### src/rtl/result_collect_if.sv
// Signal bundle between result_collect and its partition, column FIFO and C2H stream neighbours.
// master = the collector, slave = the surrounding logic.
interface result_collect_if #(
    parameter int unsigned DATA_WIDTH   = 128,
    parameter int unsigned COL_MAX_SIZE = 4
);
    localparam int unsigned BYTE_BIT_ENABLE = DATA_WIDTH / 8;

    logic                               partition_done;
    logic [16*COL_MAX_SIZE-1:0]         col_beats;
    logic [DATA_WIDTH*COL_MAX_SIZE-1:0] data_fifo_dout;
    logic [COL_MAX_SIZE-1:0]            data_fifo_empty;
    logic [COL_MAX_SIZE-1:0]            data_fifo_rd_en;
    logic [DATA_WIDTH-1:0]              m_axis_c2h_tdata;
    logic                               m_axis_c2h_tvalid;
    logic                               m_axis_c2h_tready;
    logic                               m_axis_c2h_tlast;
    logic [BYTE_BIT_ENABLE-1:0]         m_axis_c2h_tkeep;
    logic                               process_done;
    logic                               err_residue;

    modport master (
        input  partition_done, col_beats, data_fifo_dout, data_fifo_empty, m_axis_c2h_tready,
        output data_fifo_rd_en, m_axis_c2h_tdata, m_axis_c2h_tvalid, m_axis_c2h_tlast,
               m_axis_c2h_tkeep, process_done, err_residue
    );

    modport slave (
        output partition_done, col_beats, data_fifo_dout, data_fifo_empty, m_axis_c2h_tready,
        input  data_fifo_rd_en, m_axis_c2h_tdata, m_axis_c2h_tvalid, m_axis_c2h_tlast,
               m_axis_c2h_tkeep, process_done, err_residue
    );
endinterface

### src/rtl/result_collect.sv
// Drains the per-column FIFOs in column order after partition completes and emits one C2H
// packet (header beat + all column data beats), then pulses process_done.
module result_collect #(
    parameter int unsigned DATA_WIDTH   = 128,
    parameter int unsigned COL_MAX_SIZE = 4,
    parameter logic [15:0] MAGIC        = 16'h5A5A
) (
    input  logic             user_clk,
    input  logic             user_rst,
    result_collect_if.master bus
);
    localparam int unsigned KEEP_W = DATA_WIDTH / 8;
    localparam int unsigned COL_W  = (COL_MAX_SIZE > 1) ? $clog2(COL_MAX_SIZE) : 1;

    typedef enum logic [2:0] {
        IDLE      = 3'd0,
        SETTLE    = 3'd1,
        HEADER    = 3'd2,
        DRAIN     = 3'd3,
        WAIT_LAST = 3'd4
    } state_e;

    state_e                              state_q, state_d;
    logic                                settle_q, settle_d;
    logic [COL_MAX_SIZE-1:0][15:0]       beats_q, beats_d;
    logic [31:0]                         total_q, total_d;
    logic [15:0]                         job_q, job_d;
    logic [COL_W-1:0]                    col_q, col_d;
    logic [15:0]                         rem_q, rem_d;
    logic [DATA_WIDTH-1:0]               tdata_q, tdata_d;
    logic                                tvalid_q, tvalid_d;
    logic                                tlast_q, tlast_d;
    logic                                done_q, done_d;
    logic                                err_q, err_d;

    logic [COL_MAX_SIZE-1:0][15:0]       col_beats_c;
    logic [COL_MAX_SIZE-1:0][DATA_WIDTH-1:0] dout_c;
    logic [31:0]                         sum_c;
    logic [COL_W-1:0]                    first_nz_c, next_nz_c, last_nz_c;
    logic [DATA_WIDTH-1:0]               header_c;
    logic                                load_ok_c;
    logic                                pop_c;
    logic [COL_MAX_SIZE-1:0]             rd_en_c;

    assign col_beats_c = bus.col_beats;
    assign dout_c      = bus.data_fifo_dout;

    // Column scan: job total, first/last non-empty column and the next non-empty one after col_q
    always_comb begin
        sum_c      = '0;
        first_nz_c = '0;
        next_nz_c  = '0;
        last_nz_c  = '0;
        for (int i = int'(COL_MAX_SIZE) - 1; i >= 0; i--) begin
            if (beats_q[i] != 16'd0) begin
                first_nz_c = COL_W'(i);
                if (i > int'(col_q)) next_nz_c = COL_W'(i);
            end
        end
        for (int i = 0; i < int'(COL_MAX_SIZE); i++) begin
            sum_c = sum_c + 32'(col_beats_c[i]);
            if (beats_q[i] != 16'd0) last_nz_c = COL_W'(i);
        end
    end

    always_comb begin
        header_c = '0;
        header_c[DATA_WIDTH-1 -: 16]  = MAGIC;
        header_c[DATA_WIDTH-17 -: 16] = job_q;
        for (int i = 0; i < int'(COL_MAX_SIZE); i++) begin
            header_c[32+16*i +: 16] = beats_q[i];
        end
        header_c[31:0] = total_q;
    end

    // Next state and output-stage load
    always_comb begin
        state_d   = state_q;
        settle_d  = settle_q;
        beats_d   = beats_q;
        total_d   = total_q;
        job_d     = job_q;
        col_d     = col_q;
        rem_d     = rem_q;
        tdata_d   = tdata_q;
        tlast_d   = tlast_q;
        tvalid_d  = tvalid_q & ~bus.m_axis_c2h_tready;
        done_d    = 1'b0;
        err_d     = err_q;
        rd_en_c   = '0;
        pop_c     = 1'b0;
        load_ok_c = ~tvalid_q | bus.m_axis_c2h_tready;

        case (state_q)
            IDLE: begin
                if (bus.partition_done) begin
                    beats_d  = col_beats_c;
                    total_d  = sum_c;
                    settle_d = 1'b0;
                    state_d  = SETTLE;
                end
            end
            SETTLE: begin
                settle_d = 1'b1;
                if (settle_q) state_d = HEADER;
            end
            HEADER: begin
                if (load_ok_c) begin
                    tdata_d  = header_c;
                    tvalid_d = 1'b1;
                    tlast_d  = (total_q == 32'd0);
                    col_d    = first_nz_c;
                    rem_d    = beats_q[first_nz_c];
                    state_d  = (total_q == 32'd0) ? WAIT_LAST : DRAIN;
                end
            end
            DRAIN: begin
                // An empty FIFO just lets the output stage run dry; it is a stall, not an error
                pop_c = load_ok_c & ~bus.data_fifo_empty[col_q] & (rem_q != 16'd0);
                if (pop_c) begin
                    rd_en_c[col_q] = 1'b1;
                    tdata_d        = dout_c[col_q];
                    tvalid_d       = 1'b1;
                    tlast_d        = (rem_q == 16'd1) && (col_q == last_nz_c);
                    rem_d          = rem_q - 16'd1;
                    if (rem_q == 16'd1) begin
                        if (col_q == last_nz_c) begin
                            state_d = WAIT_LAST;
                        end else begin
                            col_d = next_nz_c;
                            rem_d = beats_q[next_nz_c];
                        end
                    end
                end
            end
            WAIT_LAST: begin
                if (tvalid_q && bus.m_axis_c2h_tready && tlast_q) begin
                    done_d  = 1'b1;
                    job_d   = job_q + 16'd1;
                    err_d   = err_q | ~(&bus.data_fifo_empty);
                    state_d = IDLE;
                end
            end
            default: state_d = IDLE;
        endcase
    end

    always_ff @(posedge user_clk or posedge user_rst) begin
        if (user_rst) begin
            state_q  <= IDLE;
            settle_q <= 1'b0;
            beats_q  <= '0;
            total_q  <= '0;
            job_q    <= '0;
            col_q    <= '0;
            rem_q    <= '0;
            tdata_q  <= '0;
            tvalid_q <= 1'b0;
            tlast_q  <= 1'b0;
            done_q   <= 1'b0;
            err_q    <= 1'b0;
        end else begin
            state_q  <= state_d;
            settle_q <= settle_d;
            beats_q  <= beats_d;
            total_q  <= total_d;
            job_q    <= job_d;
            col_q    <= col_d;
            rem_q    <= rem_d;
            tdata_q  <= tdata_d;
            tvalid_q <= tvalid_d;
            tlast_q  <= tlast_d;
            done_q   <= done_d;
            err_q    <= err_d;
        end
    end

    assign bus.data_fifo_rd_en   = rd_en_c;
    assign bus.m_axis_c2h_tdata  = tdata_q;
    assign bus.m_axis_c2h_tvalid = tvalid_q;
    assign bus.m_axis_c2h_tlast  = tlast_q;
    assign bus.m_axis_c2h_tkeep  = {KEEP_W{tvalid_q}};
    assign bus.process_done      = done_q;
    assign bus.err_residue       = err_q;
endmodule

### src/flat_wrapper.sv
// flat-port wrapper written by rule: the top's interface ports become plain ports
module result_collect_flat 
#(
    parameter int unsigned DATA_WIDTH   = 128,
    parameter int unsigned COL_MAX_SIZE = 4,
    parameter logic [15:0] MAGIC        = 16'h5A5A
)
  (user_clk, user_rst, bus_partition_done, bus_col_beats, bus_data_fifo_dout, bus_data_fifo_empty, bus_m_axis_c2h_tready, bus_data_fifo_rd_en, bus_m_axis_c2h_tdata, bus_m_axis_c2h_tvalid, bus_m_axis_c2h_tlast, bus_m_axis_c2h_tkeep, bus_process_done, bus_err_residue);
  result_collect_if #(.DATA_WIDTH(DATA_WIDTH), .COL_MAX_SIZE(COL_MAX_SIZE)) bus_i ();
  input  logic user_clk;
  input  logic user_rst;
  input wire logic [$bits(bus_i.partition_done)-1:0] bus_partition_done;
  input wire logic [$bits(bus_i.col_beats)-1:0] bus_col_beats;
  input wire logic [$bits(bus_i.data_fifo_dout)-1:0] bus_data_fifo_dout;
  input wire logic [$bits(bus_i.data_fifo_empty)-1:0] bus_data_fifo_empty;
  input wire logic [$bits(bus_i.m_axis_c2h_tready)-1:0] bus_m_axis_c2h_tready;
  output wire logic [$bits(bus_i.data_fifo_rd_en)-1:0] bus_data_fifo_rd_en;
  output wire logic [$bits(bus_i.m_axis_c2h_tdata)-1:0] bus_m_axis_c2h_tdata;
  output wire logic [$bits(bus_i.m_axis_c2h_tvalid)-1:0] bus_m_axis_c2h_tvalid;
  output wire logic [$bits(bus_i.m_axis_c2h_tlast)-1:0] bus_m_axis_c2h_tlast;
  output wire logic [$bits(bus_i.m_axis_c2h_tkeep)-1:0] bus_m_axis_c2h_tkeep;
  output wire logic [$bits(bus_i.process_done)-1:0] bus_process_done;
  output wire logic [$bits(bus_i.err_residue)-1:0] bus_err_residue;
  assign bus_i.partition_done = bus_partition_done;
  assign bus_i.col_beats = bus_col_beats;
  assign bus_i.data_fifo_dout = bus_data_fifo_dout;
  assign bus_i.data_fifo_empty = bus_data_fifo_empty;
  assign bus_i.m_axis_c2h_tready = bus_m_axis_c2h_tready;
  assign bus_data_fifo_rd_en = bus_i.data_fifo_rd_en;
  assign bus_m_axis_c2h_tdata = bus_i.m_axis_c2h_tdata;
  assign bus_m_axis_c2h_tvalid = bus_i.m_axis_c2h_tvalid;
  assign bus_m_axis_c2h_tlast = bus_i.m_axis_c2h_tlast;
  assign bus_m_axis_c2h_tkeep = bus_i.m_axis_c2h_tkeep;
  assign bus_process_done = bus_i.process_done;
  assign bus_err_residue = bus_i.err_residue;
  result_collect #(.DATA_WIDTH(DATA_WIDTH), .COL_MAX_SIZE(COL_MAX_SIZE), .MAGIC(MAGIC)) u_core (.user_clk(user_clk), .user_rst(user_rst), .bus(bus_i));
endmodule
### config.mk
export PLATFORM = sky130hd
export DESIGN_NAME = result_collect_flat
export DESIGN_NICKNAME = d
export VERILOG_FILES = /design/src/rtl/result_collect_if.sv /design/src/rtl/result_collect.sv /design/src/flat_wrapper.sv
export SDC_FILE = /design/constraint.sdc
export NUM_CORES = 1
export LEC_CHECK = 0
export CAP_MARGIN = 25
export CORE_AREA = 8 8 279 281
export CTS_BUF_LIST = sky130_fd_sc_hd__clkbuf_4 sky130_fd_sc_hd__clkbuf_8
export DETAILED_ROUTE_END_ITERATION = 10
export DIE_AREA = 0 0 287 289
export PLACE_DENSITY = 0.57
export SKIP_LAST_GASP = 1
export SYNTH_ARGS = -nofsm -noshare
export SYNTH_HDL_FRONTEND = slang
export SYNTH_SLANG_ARGS = --single-unit
### constraint.sdc
create_clock -name user_clk -period 20.7 [get_ports user_clk]
set_clock_uncertainty 0.2 [all_clocks]
set_input_delay 4.14 -clock user_clk [delete_from_list [all_inputs] [get_ports user_clk]]
set_output_delay 4.14 -clock user_clk [all_outputs]
set_load 0.02 [all_outputs]
==> results.py, run 1 <==
metrics = {
    "cts": {
        "cts_post_setup_buffers_inserted": 0,
        "cts.sink_count": 252,
        "cts_made_buffers": 52,
        "cts_tree": "done",
        "post_cts_resized": 0,
        "clk_pin_slew_ns": 0.05,
        "cts-root-buf": "clkbuf_8",
        "quantity_of_hold_fixing_buffers_added_after_cts": 0,
        "cts.htree.levels": 2,
        "max-clock-path-buffers": 3,
        "worst_skew_pair.late_latency_ns": 0.63,
    },
    "detailed_routing": {
        "route.detailed.vias_per_inst": 4.950,
        "postRouteAntennaNets": 0,
        "via_count": 17350,
        "totalWireLength_mm": 84.14,
        "post_drt_wl_per_cell_microns": 24.01,
        "drt-pass1-iter-count": 6,
        "route.detailed.drc": 0,
        "detailedRoute.firstIterationViolations": 1185,
    },
    "setup_path": {
        "crit-reg2reg-launch": "u_core.col_q[1]$_DFFE_PP0P_",
        "worstPathRequired_ns": 16.36,
        "critPathCaptureType": "output port",
        "worstRegToRegCells": 8,
        "rrSetupSlack_ns": 15.55,
        "cp_data_arrival_time_ns": 7.24,
        "crit-reg2reg-capture": "u_core.bus.m_axis_c2h_tdata[42]$_DFFE_PP0P_",
        "startpoint_class_of_the_critical_path": "primary input",
        "setup.worst_path.class": "primary input to output port",
        "path_max_fanout": 9,
        "critPathLaunch": "bus_data_fifo_empty[2]",
    },
    "floorplanning": {
        "chipWidth_microns": 287,
        "num_io_pins": 736,
        "core_area_sq_mm": 0.07357,
        "chipHeight_microns": 289,
        "initial_util_pct": 23.25,
        "die_area_sq_mm": 0.08294,
        "rows": 100,
    },
    "placed_design": {
        "post-dp-hpwl_mm": 67.86,
        "port_buffers": 735,
        "gp_congestion": 0.9159,
    },
    "synth": {
        "ys.flop_type": "dfrtp_1",
        "synth_cell_type_count": 80,
        "synthDominantCellAreaShare_pct": 36.86,
        "synth_warnings": 0,
        "netlist_top_cells_area": "dfrtp_1 (37%), mux4_2 (17%), nand2_1 (9.7%)",
        "synthDominantAreaCellType": "dfrtp_1",
        "async_reset_ff_share_pct": 100.0,
        "post_synth_instance_area_sq_mm": 0.01711,
        "synth.ff_latch_count": 252,
        "syn-instance-count": 1826,
        "synth_seq_area_share_pct": 36.86,
        "syn_area_per_cell_sq_um": 9.369,
        "post_syn_nets": 2463,
        "synth-edff-count": 0,
    },
    "sta": {
        "worst_slew_pin_slew_ns": 1.036,
        "timing.setup.tns_ns": 0,
        "slew_violations": 0,
        "max_slew_margin_pct": 30.94,
        "timing.final.setup_violations": 0,
        "achievable-frequency_mhz": 86.32,
        "rsz0062_at_grt": "no",
        "fin_crit_ns": 11.58,
        "hold_viol_final": 0,
        "final.period_utilization_pct": 55.97,
        "hold_ws_ns": 0.2652,
    },
    "grt": {
        "number_of_antenna_violations_at_the_first_check_in_global_routing": 13,
        "groute.usage.overall_pct": 19.32,
        "largest_net_degree_at_the_start_of_global_routing": 91,
        "global_route.overflow_total": 0,
        "grt_pass1_vias": 18480,
        "grt_first_pass_wirelength_mm": 122.9,
    },
    "power_and_ir_drop": {
        "power_density_mw_per_mm2": 53.68,
        "power.ir.vdd_worst_v": 0.00004029,
        "p_leak_uw": 0.01089,
    },
    "cells_and_area": {
        "layout.filler_cells": 7432,
        "most-common-layout-cells": "clkdlybuf4s50_1 (735), nand2_1 (442), dfrtp_1 (250), nor2_1 (168), mux4_2 (129)",
        "final_nets": 3125,
        "most_common_cell_after_layout_fill_and_taps_aside": "clkdlybuf4s50_1",
        "areaGrowthSynthToFinish_pct": 54.80,
        "drive_gt1_share_pct": 11.08,
    },
    "hold_path": {
        "min-delay-start": "u_core.bus.err_residue$_DFFE_PP0P_",
        "min_to": "u_core.bus.err_residue$_DFFE_PP0P_",
        "hold_class": "flip-flop to flip-flop",
        "hold_depth": 1,
    },
    "run_status": {
        "run_status": "finished clean",
    },
    "run": {
        "maxCapViolCount": 0,
    },
}
-- power breakdown --
| part | internal (uW) | switching (uW) |
|---|---|---|
| clock | 384 | 246 |
| sequential | 493 | 0 |
| combinational | 174 | 125 |
| total | 1050 | 371 |
-- cells by family (layout without fill, tap and decap cells) --
logic type	after synthesis	after routing	share of synthesized area, %
AO/OA/AOI/OAI	373	373	14.38
XOR/XNOR	39	39	1.997
adder cells (fa/ha/maj)	53	53	4.666
buffers and inverters	211	913	5.346
flip-flops	252	252	36.86
multiplexers	142	142	17.76
other	0	7	0
AND/OR/NAND/NOR	756	756	18.99
-- critical path: stages --
cell and delay [ns]:
clkdlybuf4s50_1 0.45, mux4_2 0.53, a211oi_1 0.66, nand2_1 0.50
nor3_1 0.31, clkdlybuf4s50_1 0.65
-- state kept, by name, indices dropped and copies added (netlist names) --
name,flops
u_core.bus.m_axis_c2h_tdata,128
u_core.beats_q,64
u_core.total_q,18
u_core.job_q,16
u_core.rem_q,16
u_core.state_q,3
u_core.col_q,2
u_core.bus.err_residue,1
u_core.bus.m_axis_c2h_tlast,1
u_core.bus.m_axis_c2h_tvalid,1
u_core.bus.process_done,1
u_core.settle_q,1
-- synthesized netlist by cell type, types with 4 or more instances --
cell and count:
or3_1 9, a21o_1 12, nor4_1 20, mux2i_1 10
or4_1 4, nor2b_1 5, buf_6 4, nand4_1 9
xnor2_1 14, o221ai_1 8, and3_1 6, nand3b_1 5
o21a_1 5, ha_1 35, nor3b_1 4, a311oi_1 6
xor2_1 25, and4_1 4, a221o_1 4, nor2_1 169
clkbuf_1 90, a221oi_1 6, fa_1 18, buf_1 16
a41o_1 4, nand2_1 444, a211oi_1 27, dfrtp_1 252
nand3_1 17, nor4_2 4, o21ai_0 89, inv_1 67
a21oi_1 53, mux4_2 129, nor3_1 35, a31oi_1 100
o211ai_1 8, buf_2 14, o31ai_1 5, a22o_1 4
buf_4 20
-- cell type report --
class | count | area (sq um) | share of cell area, %
clock inverters | 15 | 237.7 | 0.8977
well taps | 969 | 1212 | 4.578
repair buffers | 752 | 7505 | 28.34
inverters | 67 | 259.0 | 0.9780
multi-input cells | 1363 | 9932 | 37.50
flip-flops and latches | 252 | 6314 | 23.84
clock buffers | 79 | 1006 | 3.799
diodes | 7 | 17.52 | 0.06614
-- layer usage --
metal | wire (microns) | vias up | track usage, %
met5 | 35 | - | 0
met2 | 42190 | 647 | 33.56
met3 | 5232 | 102 | 4.203
li1 | - | 7945 | -
met4 | 1506 | 6 | 3.911
met1 | 35170 | 8646 | 24.58
-- worst max-delay path by stage --
stage | end | slack (ns)
global placement | bus_data_fifo_rd_en[0] | 9.23
global route | bus_data_fifo_rd_en[0] | 8.97
detailed placement | bus_data_fifo_rd_en[0] | 9.14
CTS | bus_data_fifo_rd_en[0] | 9.13
floorplan | u_core.beats_q[0]$_DFFE_PP0P_ | 9.43
finish | bus_data_fifo_rd_en[0] | 9.12
-- metrics by stage --
| step | cells | power, uW | instance area (sq um) | setup slack [ns] | util (%) |
|---|---|---|---|---|---|
| final | 3504 | 1421 | 26480 | 9.115 | 36.00 |
| after floorplan | 1826 | 641.0 | 17110 | 9.432 | - |
| after CTS | 3496 | 1441 | 26440 | 9.126 | 35.94 |
| after global routing | 3499 | 1491 | 26470 | 8.969 | 35.98 |
| after global placement | 3402 | 794.5 | 25190 | 9.229 | 34.24 |
| after detailed placement | 3402 | 798.9 | 25190 | 9.137 | 34.24 |
Power figures use the tool's default switching activity.
==> run 2: changes to the inputs <==
- CORE_AREA: 8 8 279 281 -> 8 8 282 284
- DIE_AREA: 0 0 287 289 -> 0 0 290 292
- clock period: 20.7 -> 11.6 ns (I/O delays scaled with it)
==> results.py, run 2 (synthesized netlist as in run 1, its figures left out) <==
metrics = {
    "setup_path": {
        "critPathCaptureType": "output port",
        "startpoint_class_of_the_critical_path": "primary input",
        "path_max_fanout": 9,
        "worstPathRequired_ns": 9.08,
        "rrSetupSlack_ns": 7.10,
        "crit-reg2reg-launch": "u_core.rem_q[0]$_DFFE_PP0P_",
        "setup.worst_path.class": "primary input to output port",
        "worstRegToRegCells": 9,
        "crit-reg2reg-capture": "u_core.rem_q[8]$_DFFE_PP0P_",
        "cp_data_arrival_time_ns": 5.46,
    },
    "sta": {
        "slew_violations": 0,
        "timing.final.setup_violations": 0,
        "rsz0062_at_grt": "no",
        "max_slew_margin_pct": 27.16,
        "fin_crit_ns": 7.983,
        "timing.final.ws_setup_ns": 3.617,
        "hold_ws_ns": 0.2584,
        "achievable-frequency_mhz": 125.3,
        "final.period_utilization_pct": 68.82,
        "worst_slew_pin_slew_ns": 1.093,
        "hold_viol_final": 0,
        "timing.setup.tns_ns": 0,
    },
    "detailed_routing": {
        "drt-pass1-iter-count": 5,
        "postRouteAntennaNets": 0,
        "post_drt_wl_per_cell_microns": 23.90,
        "route.detailed.drc": 0,
        "via_count": 17330,
        "detailedRoute.firstIterationViolations": 1205,
        "route.detailed.vias_per_inst": 4.942,
        "totalWireLength_mm": 83.81,
    },
    "grt": {
        "grt_pass1_vias": 18360,
        "groute.usage.overall_pct": 18.97,
        "grt_first_pass_wirelength_mm": 122.8,
        "global_route.overflow_total": 0,
        "number_of_antenna_violations_at_the_first_check_in_global_routing": 12,
        "largest_net_degree_at_the_start_of_global_routing": 158,
    },
    "placed_design": {
        "port_buffers": 735,
        "post-place-ws_ns": 3.563,
        "gp_congestion": 0.9107,
        "post-dp-hpwl_mm": 67.60,
    },
    "cts": {
        "quantity_of_hold_fixing_buffers_added_after_cts": 0,
        "clk_pin_slew_ns": 0.06,
        "cts.sink_count": 252,
        "cts-root-buf": "clkbuf_8",
        "worst_skew_pair.late_latency_ns": 0.64,
        "cts.htree.levels": 2,
        "cts_made_buffers": 52,
        "post_cts_resized": 0,
        "max-clock-path-buffers": 3,
        "cts_post_setup_buffers_inserted": 0,
        "cts_tree": "done",
    },
    "cells_and_area": {
        "largest_register_ffs": 128,
        "most_common_cell_after_layout_fill_and_taps_aside": "clkdlybuf4s50_1",
        "areaGrowthSynthToFinish_pct": 54.30,
        "layout.filler_cells": 7615,
        "final_core_util_pct": 35.11,
        "final_nets": 3124,
        "most-common-layout-cells": "clkdlybuf4s50_1 (735), nand2_1 (442), dfrtp_1 (250), nor2_1 (168), mux4_2 (129)",
        "drive_gt1_share_pct": 10.97,
    },
    "power_and_ir_drop": {
        "power.ir.vdd_worst_v": 0.00006195,
        "p_leak_uw": 0.01083,
        "power_density_mw_per_mm2": 93.38,
    },
    "floorplanning": {
        "chipHeight_microns": 292,
        "core_area_sq_mm": 0.07519,
        "die_area_sq_mm": 0.08468,
        "rows": 101,
        "chipWidth_microns": 290,
        "initial_util_pct": 22.75,
        "num_io_pins": 736,
    },
    "hold_path": {
        "hold_depth": 1,
        "min_to": "u_core.bus.err_residue$_DFFE_PP0P_",
        "min-delay-start": "u_core.bus.err_residue$_DFFE_PP0P_",
        "hold_class": "flip-flop to flip-flop",
    },
    "run_status": {
        "run_status": "finished clean",
    },
    "run": {
        "maxCapViolCount": 0,
    },
}
## run 2: changes by cell type in the layout (fill, tap and decap cells not counted), moves of 2 or more
| cell | previous run | this run |
|---|---|---|
| buf_4 | 16 | 14 |
| clkbuf_8 | 66 | 59 |
| clkinv_2 | 5 | 10 |
| clkinv_4 | 2 | 0 |
| clkinvlp_4 | 2 | 5 |
| diode_2 | 7 | 4 |
## run 2: metrics by stage
step,std cells,cell area (sq um),total power [uW]
after floorplan,1826,17110,1144
after global placement,3410,25200,1418
after detailed placement,3410,25200,1427
after CTS,3502,26360,2502
after global routing,3505,26390,2589
final,3507,26400,2465
## run 2: power breakdown
part / total, uW / switching, uW / internal, uW
combinational: 534 / 224 / 309
sequential: 880 / 0 / 880
clock: 1050 / 435 / 617
total: 2470 / 659 / 1810
## run 2: critical path, stage by stage
cell and delay [ns]:
clkdlybuf4s50_1 0.44, mux4_2 0.56, a211oi_1 0.63, nand2_1 0.53
nor3_1 0.29, clkdlybuf4s50_1 0.69
## run 2: worst max path at each step
stage	startpoint	end	slack (ns)	depth (start not counted)
global placement	bus_data_fifo_empty[3]	bus_data_fifo_rd_en[0]	3.67	6
global route	bus_data_fifo_empty[3]	bus_data_fifo_rd_en[0]	3.36	6
CTS	bus_data_fifo_empty[3]	bus_data_fifo_rd_en[0]	3.54	6
finish	bus_data_fifo_empty[3]	bus_data_fifo_rd_en[0]	3.62	6
detailed placement	bus_data_fifo_empty[3]	bus_data_fifo_rd_en[0]	3.56	6
floorplan	user_rst	u_core.beats_q[0]$_DFFE_PP0P_	2.15	1
## run 2: layout make-up
class | count | area (sq um) | share of cell area (%)
Multi-Input combinational cell | 1363 | 9926 | 37.60
Inverter | 67 | 259.0 | 0.9811
Timing Repair Buffer | 751 | 7510 | 28.45
Clock inverter | 21 | 254.0 | 0.9622
Sequential cell | 252 | 6314 | 23.92
Tap cell | 978 | 1224 | 4.635
Antenna cell | 4 | 10.01 | 0.03792
Clock buffer | 71 | 902.1 | 3.417
## run 2: routing by layer
metal | track usage, % | share of wire [%]
met1 | 23.17 | 40
met2 | 33.21 | 50
met3 | 4.883 | 7.5
met4 | 4.712 | 2.3
met5 | 0 | 0.060
